## config.mk

```make
export PLATFORM = sky130hd
export DESIGN_NAME = mc_control_unit
export DESIGN_NICKNAME = d
export VERILOG_FILES = /design/src/rtl/cu_pkg.sv /design/src/rtl/mc_cu_decode.sv /design/src/rtl/mc_control_unit.sv
export SDC_FILE = /design/constraint.sdc
export NUM_CORES = 1
export LEC_CHECK = 0
export CAP_MARGIN = 30
export CORE_MARGIN = 2
export CORE_UTILIZATION = 50
export CTS_BUF_LIST = sky130_fd_sc_hd__clkbuf_8
export DETAILED_ROUTE_END_ITERATION = 7
export GPL_ROUTABILITY_DRIVEN = 0
export PLACE_DENSITY = 0.89
export SETUP_SLACK_MARGIN = 0.05
export SYNTH_ARGS = -nofsm -noshare
export SYNTH_HDL_FRONTEND = slang
export SYNTH_HIERARCHICAL = 1
export SYNTH_SLANG_ARGS = --single-unit
```

## constraint.sdc

```tcl
create_clock -name clk -period 2.8 [get_ports clk]
set_input_delay 0.42 -clock clk [delete_from_list [all_inputs] [get_ports clk]]
set_output_delay 0.42 -clock clk [all_outputs]
set_load 0.01 [all_outputs]
```

## src/rtl/cu_pkg.sv

```systemverilog
// cu_pkg: shared state/class enums, opcode/func encodings and ALU opcodes
// for the multi-cycle control unit and its instruction decoder.
package cu_pkg;

   typedef enum logic [2:0] {
      S_FETCH  = 3'd0,
      S_DECODE = 3'd1,
      S_EXEC   = 3'd2,
      S_MEM    = 3'd3,
      S_WB     = 3'd4,
      S_HALT   = 3'd5
   } cu_state_t;

   typedef enum logic [3:0] {
      CLS_ILLEGAL,
      CLS_R_ALU,
      CLS_MULDIV,
      CLS_I_ALU,
      CLS_LOAD,
      CLS_STORE,
      CLS_LOAD_B,
      CLS_STORE_B,
      CLS_BRANCH,
      CLS_J,
      CLS_JAL,
      CLS_JR,
      CLS_SYSCALL
   } cu_class_t;

   localparam int ALU_CODE_W = 5;

   // Primary opcode field values
   localparam logic [5:0] OP_R_TYPE = 6'h00;
   localparam logic [5:0] OP_J      = 6'h02;
   localparam logic [5:0] OP_JAL    = 6'h03;
   localparam logic [5:0] OP_BEQ    = 6'h04;
   localparam logic [5:0] OP_BNE    = 6'h05;
   localparam logic [5:0] OP_BLEZ   = 6'h06;
   localparam logic [5:0] OP_BGTZ   = 6'h07;
   localparam logic [5:0] OP_ADDI   = 6'h08;
   localparam logic [5:0] OP_ADDIU  = 6'h09;
   localparam logic [5:0] OP_SLTI   = 6'h0A;
   localparam logic [5:0] OP_SLTIU  = 6'h0B;
   localparam logic [5:0] OP_ANDI   = 6'h0C;
   localparam logic [5:0] OP_ORI    = 6'h0D;
   localparam logic [5:0] OP_XORI   = 6'h0E;
   localparam logic [5:0] OP_LUI    = 6'h0F;
   localparam logic [5:0] OP_LB     = 6'h20;
   localparam logic [5:0] OP_LW     = 6'h23;
   localparam logic [5:0] OP_SB     = 6'h28;
   localparam logic [5:0] OP_SW     = 6'h2B;

   // R-type function field values
   localparam logic [5:0] FN_SLL     = 6'h00;
   localparam logic [5:0] FN_SRL     = 6'h02;
   localparam logic [5:0] FN_SRA     = 6'h03;
   localparam logic [5:0] FN_JR      = 6'h08;
   localparam logic [5:0] FN_SYSCALL = 6'h0C;
   localparam logic [5:0] FN_MULT    = 6'h18;
   localparam logic [5:0] FN_MULTU   = 6'h19;
   localparam logic [5:0] FN_DIV     = 6'h1A;
   localparam logic [5:0] FN_DIVU    = 6'h1B;
   localparam logic [5:0] FN_ADD     = 6'h20;
   localparam logic [5:0] FN_ADDU    = 6'h21;
   localparam logic [5:0] FN_SUB     = 6'h22;
   localparam logic [5:0] FN_SUBU    = 6'h23;
   localparam logic [5:0] FN_AND     = 6'h24;
   localparam logic [5:0] FN_OR      = 6'h25;
   localparam logic [5:0] FN_XOR     = 6'h26;
   localparam logic [5:0] FN_NOR     = 6'h27;
   localparam logic [5:0] FN_SLT     = 6'h2A;
   localparam logic [5:0] FN_SLTU    = 6'h2B;

   // Shared ALU opcodes; 0 means the ALU is idle
   localparam logic [ALU_CODE_W-1:0] ALU_NOP   = 5'd0;
   localparam logic [ALU_CODE_W-1:0] ALU_ADD   = 5'd1;
   localparam logic [ALU_CODE_W-1:0] ALU_SUB   = 5'd2;
   localparam logic [ALU_CODE_W-1:0] ALU_AND   = 5'd3;
   localparam logic [ALU_CODE_W-1:0] ALU_OR    = 5'd4;
   localparam logic [ALU_CODE_W-1:0] ALU_XOR   = 5'd5;
   localparam logic [ALU_CODE_W-1:0] ALU_NOR   = 5'd6;
   localparam logic [ALU_CODE_W-1:0] ALU_SLT   = 5'd7;
   localparam logic [ALU_CODE_W-1:0] ALU_SLTU  = 5'd8;
   localparam logic [ALU_CODE_W-1:0] ALU_SLL   = 5'd9;
   localparam logic [ALU_CODE_W-1:0] ALU_SRL   = 5'd10;
   localparam logic [ALU_CODE_W-1:0] ALU_SRA   = 5'd11;
   localparam logic [ALU_CODE_W-1:0] ALU_LUI   = 5'd12;
   localparam logic [ALU_CODE_W-1:0] ALU_MULT  = 5'd13;
   localparam logic [ALU_CODE_W-1:0] ALU_MULTU = 5'd14;
   localparam logic [ALU_CODE_W-1:0] ALU_DIV   = 5'd15;
   localparam logic [ALU_CODE_W-1:0] ALU_DIVU  = 5'd16;
   localparam logic [ALU_CODE_W-1:0] COMP_EQ   = 5'd17;
   localparam logic [ALU_CODE_W-1:0] COMP_NEQ  = 5'd18;
   localparam logic [ALU_CODE_W-1:0] COMP_GT   = 5'd19;
   localparam logic [ALU_CODE_W-1:0] COMP_LT   = 5'd20;

   function automatic logic is_load(input cu_class_t c);
      return (c == CLS_LOAD) || (c == CLS_LOAD_B);
   endfunction

   function automatic logic is_r_type(input cu_class_t c);
      return (c == CLS_R_ALU) || (c == CLS_MULDIV);
   endfunction

endpackage

```

## src/rtl/mc_cu_decode.sv

```systemverilog
// mc_cu_decode: combinational opcode/func -> {instruction class, ALU opcode}.
// Optional macro CU_BYTE_MEM_EN makes LB/SB decode as byte load/store.
module mc_cu_decode
   import cu_pkg::*;
(
   input  logic [5:0]            opcode,
   input  logic [5:0]            func,
   output cu_class_t             cls,
   output logic [ALU_CODE_W-1:0] alu_op
);

   // Classify the instruction and select the ALU operation used in EXEC
   always_comb begin
      cls    = CLS_ILLEGAL;
      alu_op = ALU_NOP;
      case (opcode)
         OP_R_TYPE: begin
            case (func)
               FN_ADD, FN_ADDU: begin cls = CLS_R_ALU;  alu_op = ALU_ADD;   end
               FN_SUB, FN_SUBU: begin cls = CLS_R_ALU;  alu_op = ALU_SUB;   end
               FN_AND:          begin cls = CLS_R_ALU;  alu_op = ALU_AND;   end
               FN_OR:           begin cls = CLS_R_ALU;  alu_op = ALU_OR;    end
               FN_XOR:          begin cls = CLS_R_ALU;  alu_op = ALU_XOR;   end
               FN_NOR:          begin cls = CLS_R_ALU;  alu_op = ALU_NOR;   end
               FN_SLT:          begin cls = CLS_R_ALU;  alu_op = ALU_SLT;   end
               FN_SLTU:         begin cls = CLS_R_ALU;  alu_op = ALU_SLTU;  end
               FN_SLL:          begin cls = CLS_R_ALU;  alu_op = ALU_SLL;   end
               FN_SRL:          begin cls = CLS_R_ALU;  alu_op = ALU_SRL;   end
               FN_SRA:          begin cls = CLS_R_ALU;  alu_op = ALU_SRA;   end
               FN_MULT:         begin cls = CLS_MULDIV; alu_op = ALU_MULT;  end
               FN_MULTU:        begin cls = CLS_MULDIV; alu_op = ALU_MULTU; end
               FN_DIV:          begin cls = CLS_MULDIV; alu_op = ALU_DIV;   end
               FN_DIVU:         begin cls = CLS_MULDIV; alu_op = ALU_DIVU;  end
               FN_JR:           cls = CLS_JR;
               FN_SYSCALL:      cls = CLS_SYSCALL;
               default:         cls = CLS_ILLEGAL;
            endcase
         end
         OP_J:     cls = CLS_J;
         OP_JAL:   cls = CLS_JAL;
         OP_BEQ:   begin cls = CLS_BRANCH; alu_op = COMP_NEQ; end
         OP_BNE:   begin cls = CLS_BRANCH; alu_op = COMP_EQ;  end
         OP_BLEZ:  begin cls = CLS_BRANCH; alu_op = COMP_GT;  end
         OP_BGTZ:  begin cls = CLS_BRANCH; alu_op = COMP_LT;  end
         OP_ADDI, OP_ADDIU: begin cls = CLS_I_ALU; alu_op = ALU_ADD; end
         OP_SLTI:  begin cls = CLS_I_ALU; alu_op = ALU_SLT;  end
         OP_SLTIU: begin cls = CLS_I_ALU; alu_op = ALU_SLTU; end
         OP_ANDI:  begin cls = CLS_I_ALU; alu_op = ALU_AND;  end
         OP_ORI:   begin cls = CLS_I_ALU; alu_op = ALU_OR;   end
         OP_XORI:  begin cls = CLS_I_ALU; alu_op = ALU_XOR;  end
         OP_LUI:   begin cls = CLS_I_ALU; alu_op = ALU_LUI;  end
         OP_LW:    begin cls = CLS_LOAD;  alu_op = ALU_ADD;  end
         OP_SW:    begin cls = CLS_STORE; alu_op = ALU_ADD;  end
`ifdef CU_BYTE_MEM_EN
         OP_LB:    begin cls = CLS_LOAD_B;  alu_op = ALU_ADD; end
         OP_SB:    begin cls = CLS_STORE_B; alu_op = ALU_ADD; end
`endif
         default:  cls = CLS_ILLEGAL;
      endcase
   end

endmodule

```

## src/rtl/mc_control_unit.sv

```systemverilog
// mc_control_unit: multi-cycle FETCH/DECODE/EXEC/MEM/WB control FSM with a
// memory-ready handshake and an EXEC dwell counter for MULT/DIV.
// Optional macro CU_BYTE_MEM_EN adds LB/SB support and the byte_en output.
module mc_control_unit
   import cu_pkg::*;
#(
   parameter int ALU_OP_W      = 5,
   parameter int MULDIV_CYCLES = 32,
   parameter int LINK_REG      = 31
) (
   input  logic                clk,
   input  logic                reset,
   input  logic [5:0]          opcode,
   input  logic [5:0]          func,
   input  logic                zero,
   input  logic                mem_ready,
   output logic                mem_read,
   output logic                mem_write,
   output logic                i_or_d,
   output logic                ir_write,
   output logic                pc_write,
   output logic                pc_write_cond,
   output logic                reg_dest,
   output logic                link,
   output logic                jump,
   output logic                jump_reg,
   output logic                branch,
   output logic                mem_to_reg,
   output logic                alu_src,
   output logic                reg_write,
   output logic [ALU_OP_W-1:0] alu_op,
   output logic [4:0]          link_reg_idx,
   output logic [2:0]          state_o,
   output logic                halted,
`ifdef CU_BYTE_MEM_EN
   output logic                byte_en,
`endif
   output logic                illegal
);

   localparam int CNT_W = (MULDIV_CYCLES > 1) ? $clog2(MULDIV_CYCLES) : 1;

   cu_state_t             state;
   cu_state_t             state_next;
   cu_class_t             cls_q;
   cu_class_t             dec_cls;
   logic [ALU_CODE_W-1:0] alu_op_q;
   logic [ALU_CODE_W-1:0] dec_alu_op;
   logic [CNT_W-1:0]      count;

   mc_cu_decode u_decode (
      .opcode (opcode),
      .func   (func),
      .cls    (dec_cls),
      .alu_op (dec_alu_op)
   );

   assign link_reg_idx = 5'(LINK_REG);
   assign state_o      = state;

   // State register; instruction class, ALU op and sticky flags are captured in DECODE
   always_ff @(posedge clk) begin
      if (reset) begin
         state    <= S_FETCH;
         cls_q    <= CLS_ILLEGAL;
         alu_op_q <= ALU_NOP;
         count    <= '0;
         halted   <= 1'b0;
         illegal  <= 1'b0;
      end else begin
         state <= state_next;
         if (state == S_DECODE) begin
            cls_q    <= dec_cls;
            alu_op_q <= dec_alu_op;
            if (dec_cls == CLS_MULDIV) count <= CNT_W'(MULDIV_CYCLES - 1);
            if (dec_cls == CLS_SYSCALL) halted <= 1'b1;
            if (dec_cls == CLS_ILLEGAL) illegal <= 1'b1;
         end else if ((state == S_EXEC) && (count != '0)) begin
            count <= count - 1'b1;
         end
      end
   end

   // Next-state logic and per-state datapath strobes
   always_comb begin
      state_next    = state;
      mem_read      = 1'b0;
      mem_write     = 1'b0;
      i_or_d        = 1'b0;
      ir_write      = 1'b0;
      pc_write      = 1'b0;
      pc_write_cond = 1'b0;
      reg_dest      = 1'b0;
      link          = 1'b0;
      jump          = 1'b0;
      jump_reg      = 1'b0;
      branch        = 1'b0;
      mem_to_reg    = 1'b0;
      alu_src       = 1'b0;
      reg_write     = 1'b0;
      alu_op        = '0;
`ifdef CU_BYTE_MEM_EN
      byte_en       = 1'b0;
`endif
      case (state)
         S_FETCH: begin
            mem_read = 1'b1;
            if (mem_ready) begin
               ir_write   = 1'b1;
               pc_write   = 1'b1;
               state_next = S_DECODE;
            end
         end
         S_DECODE: begin
            case (dec_cls)
               CLS_ILLEGAL: state_next = S_FETCH;
               CLS_SYSCALL: state_next = S_HALT;
               default:     state_next = S_EXEC;
            endcase
         end
         S_EXEC: begin
            alu_op = ALU_OP_W'(alu_op_q);
            case (cls_q)
               CLS_R_ALU: state_next = S_WB;
               CLS_MULDIV: begin
                  if (count == '0) state_next = S_WB;
               end
               CLS_I_ALU: begin
                  alu_src    = 1'b1;
                  state_next = S_WB;
               end
               CLS_LOAD, CLS_STORE, CLS_LOAD_B, CLS_STORE_B: begin
                  alu_src    = 1'b1;
                  state_next = S_MEM;
               end
               CLS_BRANCH: begin
                  branch        = 1'b1;
                  pc_write_cond = zero;
                  state_next    = S_FETCH;
               end
               CLS_J: begin
                  jump       = 1'b1;
                  pc_write   = 1'b1;
                  state_next = S_FETCH;
               end
               CLS_JAL: begin
                  jump       = 1'b1;
                  pc_write   = 1'b1;
                  reg_write  = 1'b1;
                  state_next = S_FETCH;
               end
               CLS_JR: begin
                  jump       = 1'b1;
                  jump_reg   = 1'b1;
                  pc_write   = 1'b1;
                  state_next = S_FETCH;
               end
               default: state_next = S_FETCH;
            endcase
         end
         S_MEM: begin
            i_or_d = 1'b1;
            if (is_load(cls_q)) mem_read = 1'b1;
            else                mem_write = 1'b1;
`ifdef CU_BYTE_MEM_EN
            byte_en = (cls_q == CLS_LOAD_B) || (cls_q == CLS_STORE_B);
`endif
            if (mem_ready) state_next = is_load(cls_q) ? S_WB : S_FETCH;
         end
         S_WB: begin
            reg_write  = 1'b1;
            link       = 1'b1;
            reg_dest   = is_r_type(cls_q);
            mem_to_reg = is_load(cls_q);
`ifdef CU_BYTE_MEM_EN
            byte_en    = (cls_q == CLS_LOAD_B);
`endif
            state_next = S_FETCH;
         end
         S_HALT:  state_next = S_HALT;
         default: state_next = S_FETCH;
      endcase
   end

endmodule

```

==> results of run 1 <==
==> cells by family (layout without fill, tap and decap cells) <==
logic type,after synthesis,after routing,synth area share
AND/OR/NAND/NOR,123,123,0.410
AO/OA/AOI/OAI,63,63,0.241
buffers and inverters,34,73,0.0905
flip-flops,19,19,0.213
XOR/XNOR,6,6,0.0295
adder cells (fa/ha/maj),2,2,0.0140
other,1,5,0.00210
==> worst paths after layout <==
kind / depth (start not counted) / to / from / slack [ns]
worst max-delay path: 8 / state_o[2]$_SDFFE_PP0P_ / func[1] / 0.24
worst max register to register: 4 / state_o[1]$_SDFFE_PP0P_ / state_o[0]$_SDFFE_PP0P_ / 1.05
worst min register to register: 2 / alu_op_q[4]$_SDFFE_PP0P_ / alu_op_q[4]$_SDFFE_PP0P_ / 0.45
worst min-delay path: 2 / alu_op_q[4]$_SDFFE_PP0P_ / alu_op_q[4]$_SDFFE_PP0P_ / 0.45
==> timing repair <==
| item | CTS | global route |
|---|---|---|
| endpoints found under the hold margin | 0 | 0 |
| setup endpoints to repair | 0 | 1 |
| gates resized for setup | 0 | 3 |
==> per-layer routing <==
metal	wire, um	GRT usage	vias to the layer above
li1	-	-	965
met1	2120	0.303	871
met2	2050	0.361	70
met3	254	0.0440	8
met4	60	0.0516	0
met5	0	0	-
==> power by group through the flow <==
| stage | sequential [mW] | combinational, mW | clock [mW] |
|---|---|---|---|
| after floorplan | 0.296 | 0.167 | 0 |
| after global placement | 0.306 | 0.246 | 0 |
| after detailed placement | 0.306 | 0.252 | 0 |
| after CTS | 0.300 | 0.255 | 0.188 |
| after global routing | 0.303 | 0.282 | 0.201 |
| final | 0.301 | 0.258 | 0.184 |
==> sequential cells by signal (all words and copies together) (netlist names) <==
| name | flops |
|---|---|
| illegal | 1 |
| cls_q | 4 |
| count | 5 |
| alu_op_q | 5 |
| state_o | 3 |
| halted | 1 |
==> Yosys cell counts (2+ instances only) <==
master,number,area (sq um)
a21oi_1,22,110
a2bb2oi_1,4,35.0
a31oi_1,2,12.5
and2_1,8,50.1
buf_2,6,30.0
buf_4,5,37.5
clkbuf_1,14,52.6
dfxtp_1,19,380
ha_1,2,25.0
inv_1,8,30.0
nand2_1,29,109
nand2b_1,6,37.5
nand3_1,3,15.0
nand3b_1,5,37.5
nand4_1,3,18.8
nor2_1,18,67.6
nor2b_1,9,56.3
nor3_1,7,35.0
nor3b_1,7,52.6
nor3b_2,2,25.0
nor4_1,3,18.8
nor4b_1,2,17.5
o21a_1,2,15.0
o21ai_0,11,55.1
o22ai_1,2,12.5
o31ai_1,2,15.0
o32ai_1,3,26.3
o41ai_1,2,17.5
or2_2,3,18.8
or3_1,2,12.5
xor2_1,5,43.8
==> worst max-delay path: cells and delay by family <==
family	cells	cell delay [ns]
AOI/OAI and AO/OA	3	0.47
and+or+nand+nor	3	1.22
buffers and inverters	2	0.59
==> layout make-up <==
type | instances | area [sq um] | area share
well taps | 46 | 57.6 | 0.0246
repair buffers | 61 | 556 | 0.238
flip-flops and latches | 19 | 380 | 0.163
clock inverters | 1 | 3.75 | 0.00161
clock buffers | 3 | 41.3 | 0.0177
multi-input cells | 199 | 1270 | 0.543
inverters | 8 | 30.0 | 0.0129
==> layout by cell type (no fill, tap or decap), drive strengths merged, types with 3 or more instances in the layout <==
master,synthesis,layout
a21oi,22,22
clkdlybuf4s50,0,39
nand4,3,3
or2,3,3
nor3b,9,9
o21ai,11,11
nand3b,6,6
inv,8,9
or3,3,3
nor4,3,3
buf,12,22
nor2,18,18
nand2b,6,6
conb,1,5
o32ai,3,3
and2,10,10
dfxtp,19,19
clkbuf,14,3
o41ai,3,3
a2bb2oi,4,4
nor3,8,8
nand2,29,29
nor2b,9,9
xor2,5,5
nand3,3,3
==> impl_metrics.json, run 1 <==
{
  "cts_htree_levels": 1,
  "core_area_sq_um": 3390,
  "vias": 1914,
  "synth_area_sq_um": 1780,
  "min_path_type": "flop to flop",
  "start_util": 0.526,
  "ys.flop_type": "dfxtp_1",
  "dr.pass1.iters": 4,
  "setup_slack_ns": 0.243,
  "p_per_area_nw_per_um2": 318,
  "grt_overflow": 0,
  "place_area_sq_um": 2280,
  "crit_fanout": 4,
  "yosysUniqueCellTypes": 63,
  "nets": 310,
  "synthesis.instances": 248,
  "ys_seq_area_frac": 0.213,
  "finalWirelength_um": 4490,
  "hpwlAfterDp_um": 3240,
  "die_x_um": 63.7,
  "ys_ff_latch": 19,
  "rsz0062_at_grt": "no",
  "p_seq_frac": 0.405,
  "slowest_delay_ns": 0.64,
  "finalHoldViolCount": 0,
  "worst_pin_slew_ns": 0.724,
  "grt_pass1_vias": 1696,
  "grt_pass1_wl_um": 7510,
  "ant_nets": 0,
  "p_int_mw": 0.506,
  "cts_tree": "built",
  "slew_violations": 0,
  "fillers": 274,
  "pre_cts_slack_ns": -0.170,
  "criticalPathCategory": "input pin to flop",
  "period_share": 0.913,
  "skew_ns": 0.00211,
  "max_freq_mhz": 391,
  "cap_viol_max_count": 0,
  "diodes": 0,
  "power_leakage_nw": 0.839,
  "avgSynthCellArea_sq_um": 7.19,
  "post-place-cells": 333,
  "grt_max_degree": 20,
  "post_cts_buffers": 0,
  "port_buffers": 39,
  "wl_per_cell_um": 13.3,
  "ys.warnings.count": 6,
  "syn_to_final_growth_pct": 30.9,
  "cts_buffer_depth": 2,
  "fin_util": 0.689,
  "fin_total_pwr_mw": 0.743,
  "viasPerCell": 5.68,
  "worst_setup_path_end_kind": "flop",
  "fin_tns_setup_ns": 0,
  "max-vdd-ir-drop_mv": 0.419,
  "instances_no_fill": 337,
  "clk_latency_ns": 0.25,
  "row_count": 21,
  "slew_headroom": 0.516,
  "stdcell_area_sq_um": 2340,
  "cts_sinks": 19,
  "die_h_um": 63.7,
  "drtIter0Drc": 131,
  "cts_root_buffer": "clkbuf_8",
  "crit_chain": "clkdlybuf4s50_1 -> or2_2 -> or4b_2 -> o21ai_2 -> nor4bb_2 -> buf_4 -> o21ai_0 -> a221oi_1",
  "synth_edf_count": 0,
  "setup_viol": 0,
  "swShare": 0.319,
  "synthArstFlopShare": 0,
  "fin_crit_ns": 2.56,
  "dieArea_sq_um": 4060,
  "worstPathArrival_ns": 2.71,
  "pwr-share-clk": 0.248,
  "drive_above_1_share": 0.155,
  "hold_buffers": 0,
  "track_usage": 0.222,
  "slowest_stage": "or4b_2",
  "comb_power_share": 0.347,
  "io_pins": 45,
  "numCtsBuffers": 3,
  "status": "completed",
  "cp-start-kind": "input pin",
  "crit_required_ns": 2.95,
  "drc_errors": 0,
  "whs_ns": 0.453,
  "path_clk_slew_ns": 0.07,
  "antenna_found_initial": 0,
  "power_switching_mw": 0.237
}
Note: power is estimated with default switching activity, not from simulation.
==> run 2: changes to the inputs <==
--- a/config.mk
+++ b/config.mk
@@ -13,6 +13,7 @@
 export GPL_ROUTABILITY_DRIVEN = 0
 export PLACE_DENSITY = 0.89
 export SETUP_SLACK_MARGIN = 0.05
+export SLEW_MARGIN = 20
 export SYNTH_ARGS = -nofsm -noshare
 export SYNTH_HDL_FRONTEND = slang
 export SYNTH_HIERARCHICAL = 1
==> results of run 2 <==
Final layout, timing and power as in run 1 (identical DEF).
==> run 3: changes to the inputs <==
--- a/config.mk
+++ b/config.mk
@@ -12,6 +12,7 @@
 export DETAILED_ROUTE_END_ITERATION = 7
 export GPL_ROUTABILITY_DRIVEN = 0
 export PLACE_DENSITY = 0.89
+export RECOVER_POWER = 25
 export SETUP_SLACK_MARGIN = 0.05
 export SLEW_MARGIN = 20
 export SYNTH_ARGS = -nofsm -noshare
==> impl_metrics.json, run 3 (same netlist as run 1, synthesis figures left out) <==
{
  "wl_per_cell_um": 13.3,
  "vias": 1924,
  "drc_errors": 0,
  "place_area_sq_um": 2280,
  "r2r-start": "count[0]$_SDFFE_PP0P_",
  "final_common_cell": "clkdlybuf4s50_1",
  "row_count": 21,
  "power_leakage_nw": 0.853,
  "min_path_type": "flop to flop",
  "layout_common_cells": "clkdlybuf4s50_1 (33), nand2_1 (29), a21oi_1 (22)",
  "stdcell_area_sq_um": 2330,
  "cp-start-kind": "input pin",
  "fillers": 275,
  "hold_buffers": 0,
  "multiInputGateArea_sq_um": 1270,
  "cap_viol_max_count": 0,
  "grt_overflow": 0,
  "io_pins": 45,
  "worstPathArrival_ns": 2.72,
  "crit_required_ns": 2.95,
  "diodes": 0,
  "rsz0062_at_grt": "no",
  "finalHoldViolCount": 0,
  "worst_pin_slew_ns": 0.716,
  "worst_setup_path_end_kind": "flop",
  "skew_ns": 0.00238,
  "regArea_sq_um": 380,
  "drive_above_1_share": 0.148,
  "die_x_um": 63.7,
  "cts_htree_levels": 1,
  "ant_nets": 0,
  "crit_start": "func[1]",
  "crit_fanout": 4,
  "die_h_um": 63.7,
  "slew_headroom": 0.521,
  "grt_pass1_wl_um": 7510,
  "hpwlAfterDp_um": 3240,
  "criticalPathCategory": "input pin to flop",
  "path_clk_slew_ns": 0.07,
  "fin_crit_ns": 2.57,
  "cts_tree": "built",
  "dr.pass1.iters": 4,
  "status": "completed",
  "start_util": 0.526,
  "finalWirelength_um": 4490,
  "numCtsBuffers": 3,
  "hp-start": "alu_op_q[4]$_SDFFE_PP0P_",
  "slew_violations": 0,
  "cts_buffer_depth": 2,
  "core_area_sq_um": 3390,
  "cts_sinks": 19,
  "grt_max_degree": 20,
  "grt_pass1_vias": 1696,
  "fin_util": 0.688,
  "cts_root_buffer": "clkbuf_8",
  "top_regs": "alu_op_q (5), count (5), cls_q (4)",
  "antenna_found_initial": 0,
  "drtIter0Drc": 132,
  "clk_latency_ns": 0.25,
  "dieArea_sq_um": 4060,
  "port_buffers": 39,
  "post_cts_buffers": 0,
  "nets": 310,
  "period_share": 0.917,
  "setup_viol": 0,
  "track_usage": 0.222,
  "fin_total_pwr_mw": 0.740,
  "max_freq_mhz": 389,
  "syn_to_final_growth_pct": 30.6,
  "viasPerCell": 5.71,
  "max-vdd-ir-drop_mv": 0.420,
  "p_per_area_nw_per_um2": 317
}
==> run 3: cell count changes in the layout (fill, tap and decap cells not counted) <==
cell	previous run	this run
clkdlybuf4s50_1	39	33
dlygate4sd3_1	0	6
and2_0	0	1
and2_2	1	0
buf_4	22	21
clkbuf_1	0	1
==> run 3: area by class of cell <==
class,count,area share
multi-input combinational,199,0.543
sequential,19,0.163
inverter,8,0.0129
tap,46,0.0247
clock buffer,3,0.0177
clock inverter,1,0.00161
timing repair buffer,61,0.237
==> run 3: timing repair <==
item,CTS,global route
endpoints found under the setup margin,0,1
hold endpoints to repair,0,0
resized for setup,0,3
==> run 3: metrics by stage <==
stage	worst slack (ns)	instances	setup TNS [ns]	hold WS, ns
floorplan	0.267	252	0	0.432
global placement	-0.0386	333	-0.0386	0.439
detailed placement	-0.170	333	-0.271	0.444
CTS	0.0876	337	0	0.453
global route	0.0602	337	0	0.474
finish	0.232	337	0	0.453
==> run 3: path summary, 6_finish.rpt <==
kind	endpoint	depth (start not counted)	slack [ns]
setup / recovery	state_o[2]$_SDFFE_PP0P_	8	0.23
hold / removal	alu_op_q[4]$_SDFFE_PP0P_	2	0.45
setup reg to reg	state_o[0]$_SDFFE_PP0P_	6	1.05
hold reg to reg	alu_op_q[4]$_SDFFE_PP0P_	2	0.45
==> run 3: critical path, stage by stage <==
cell and delay [ns]:
clkdlybuf4s50_1 0.42, or2_2 0.29, or4b_2 0.64, o21ai_2 0.15, nor4bb_2 0.30, buf_4 0.17
o21ai_0 0.08, a221oi_1 0.24
==> run 3: routing by layer <==
layer	wire length [um]	up-vias	global-route usage
met1	2120	878	0.303
li1	-	964	-
met3	247	8	0.0440
met4	60	0	0.0516
met2	2060	74	0.361
met5	0	-	0
==> run 3: where the power goes <==
group | switching, mW | leakage, nW | internal, mW | total [mW]
Combinational | 0.131 | 0.672 | 0.123 | 0.255
Clock | 0.0870 | 0.0269 | 0.0974 | 0.184
Sequential | 0.0184 | 0.154 | 0.282 | 0.300
Total | 0.237 | 0.853 | 0.503 | 0.740
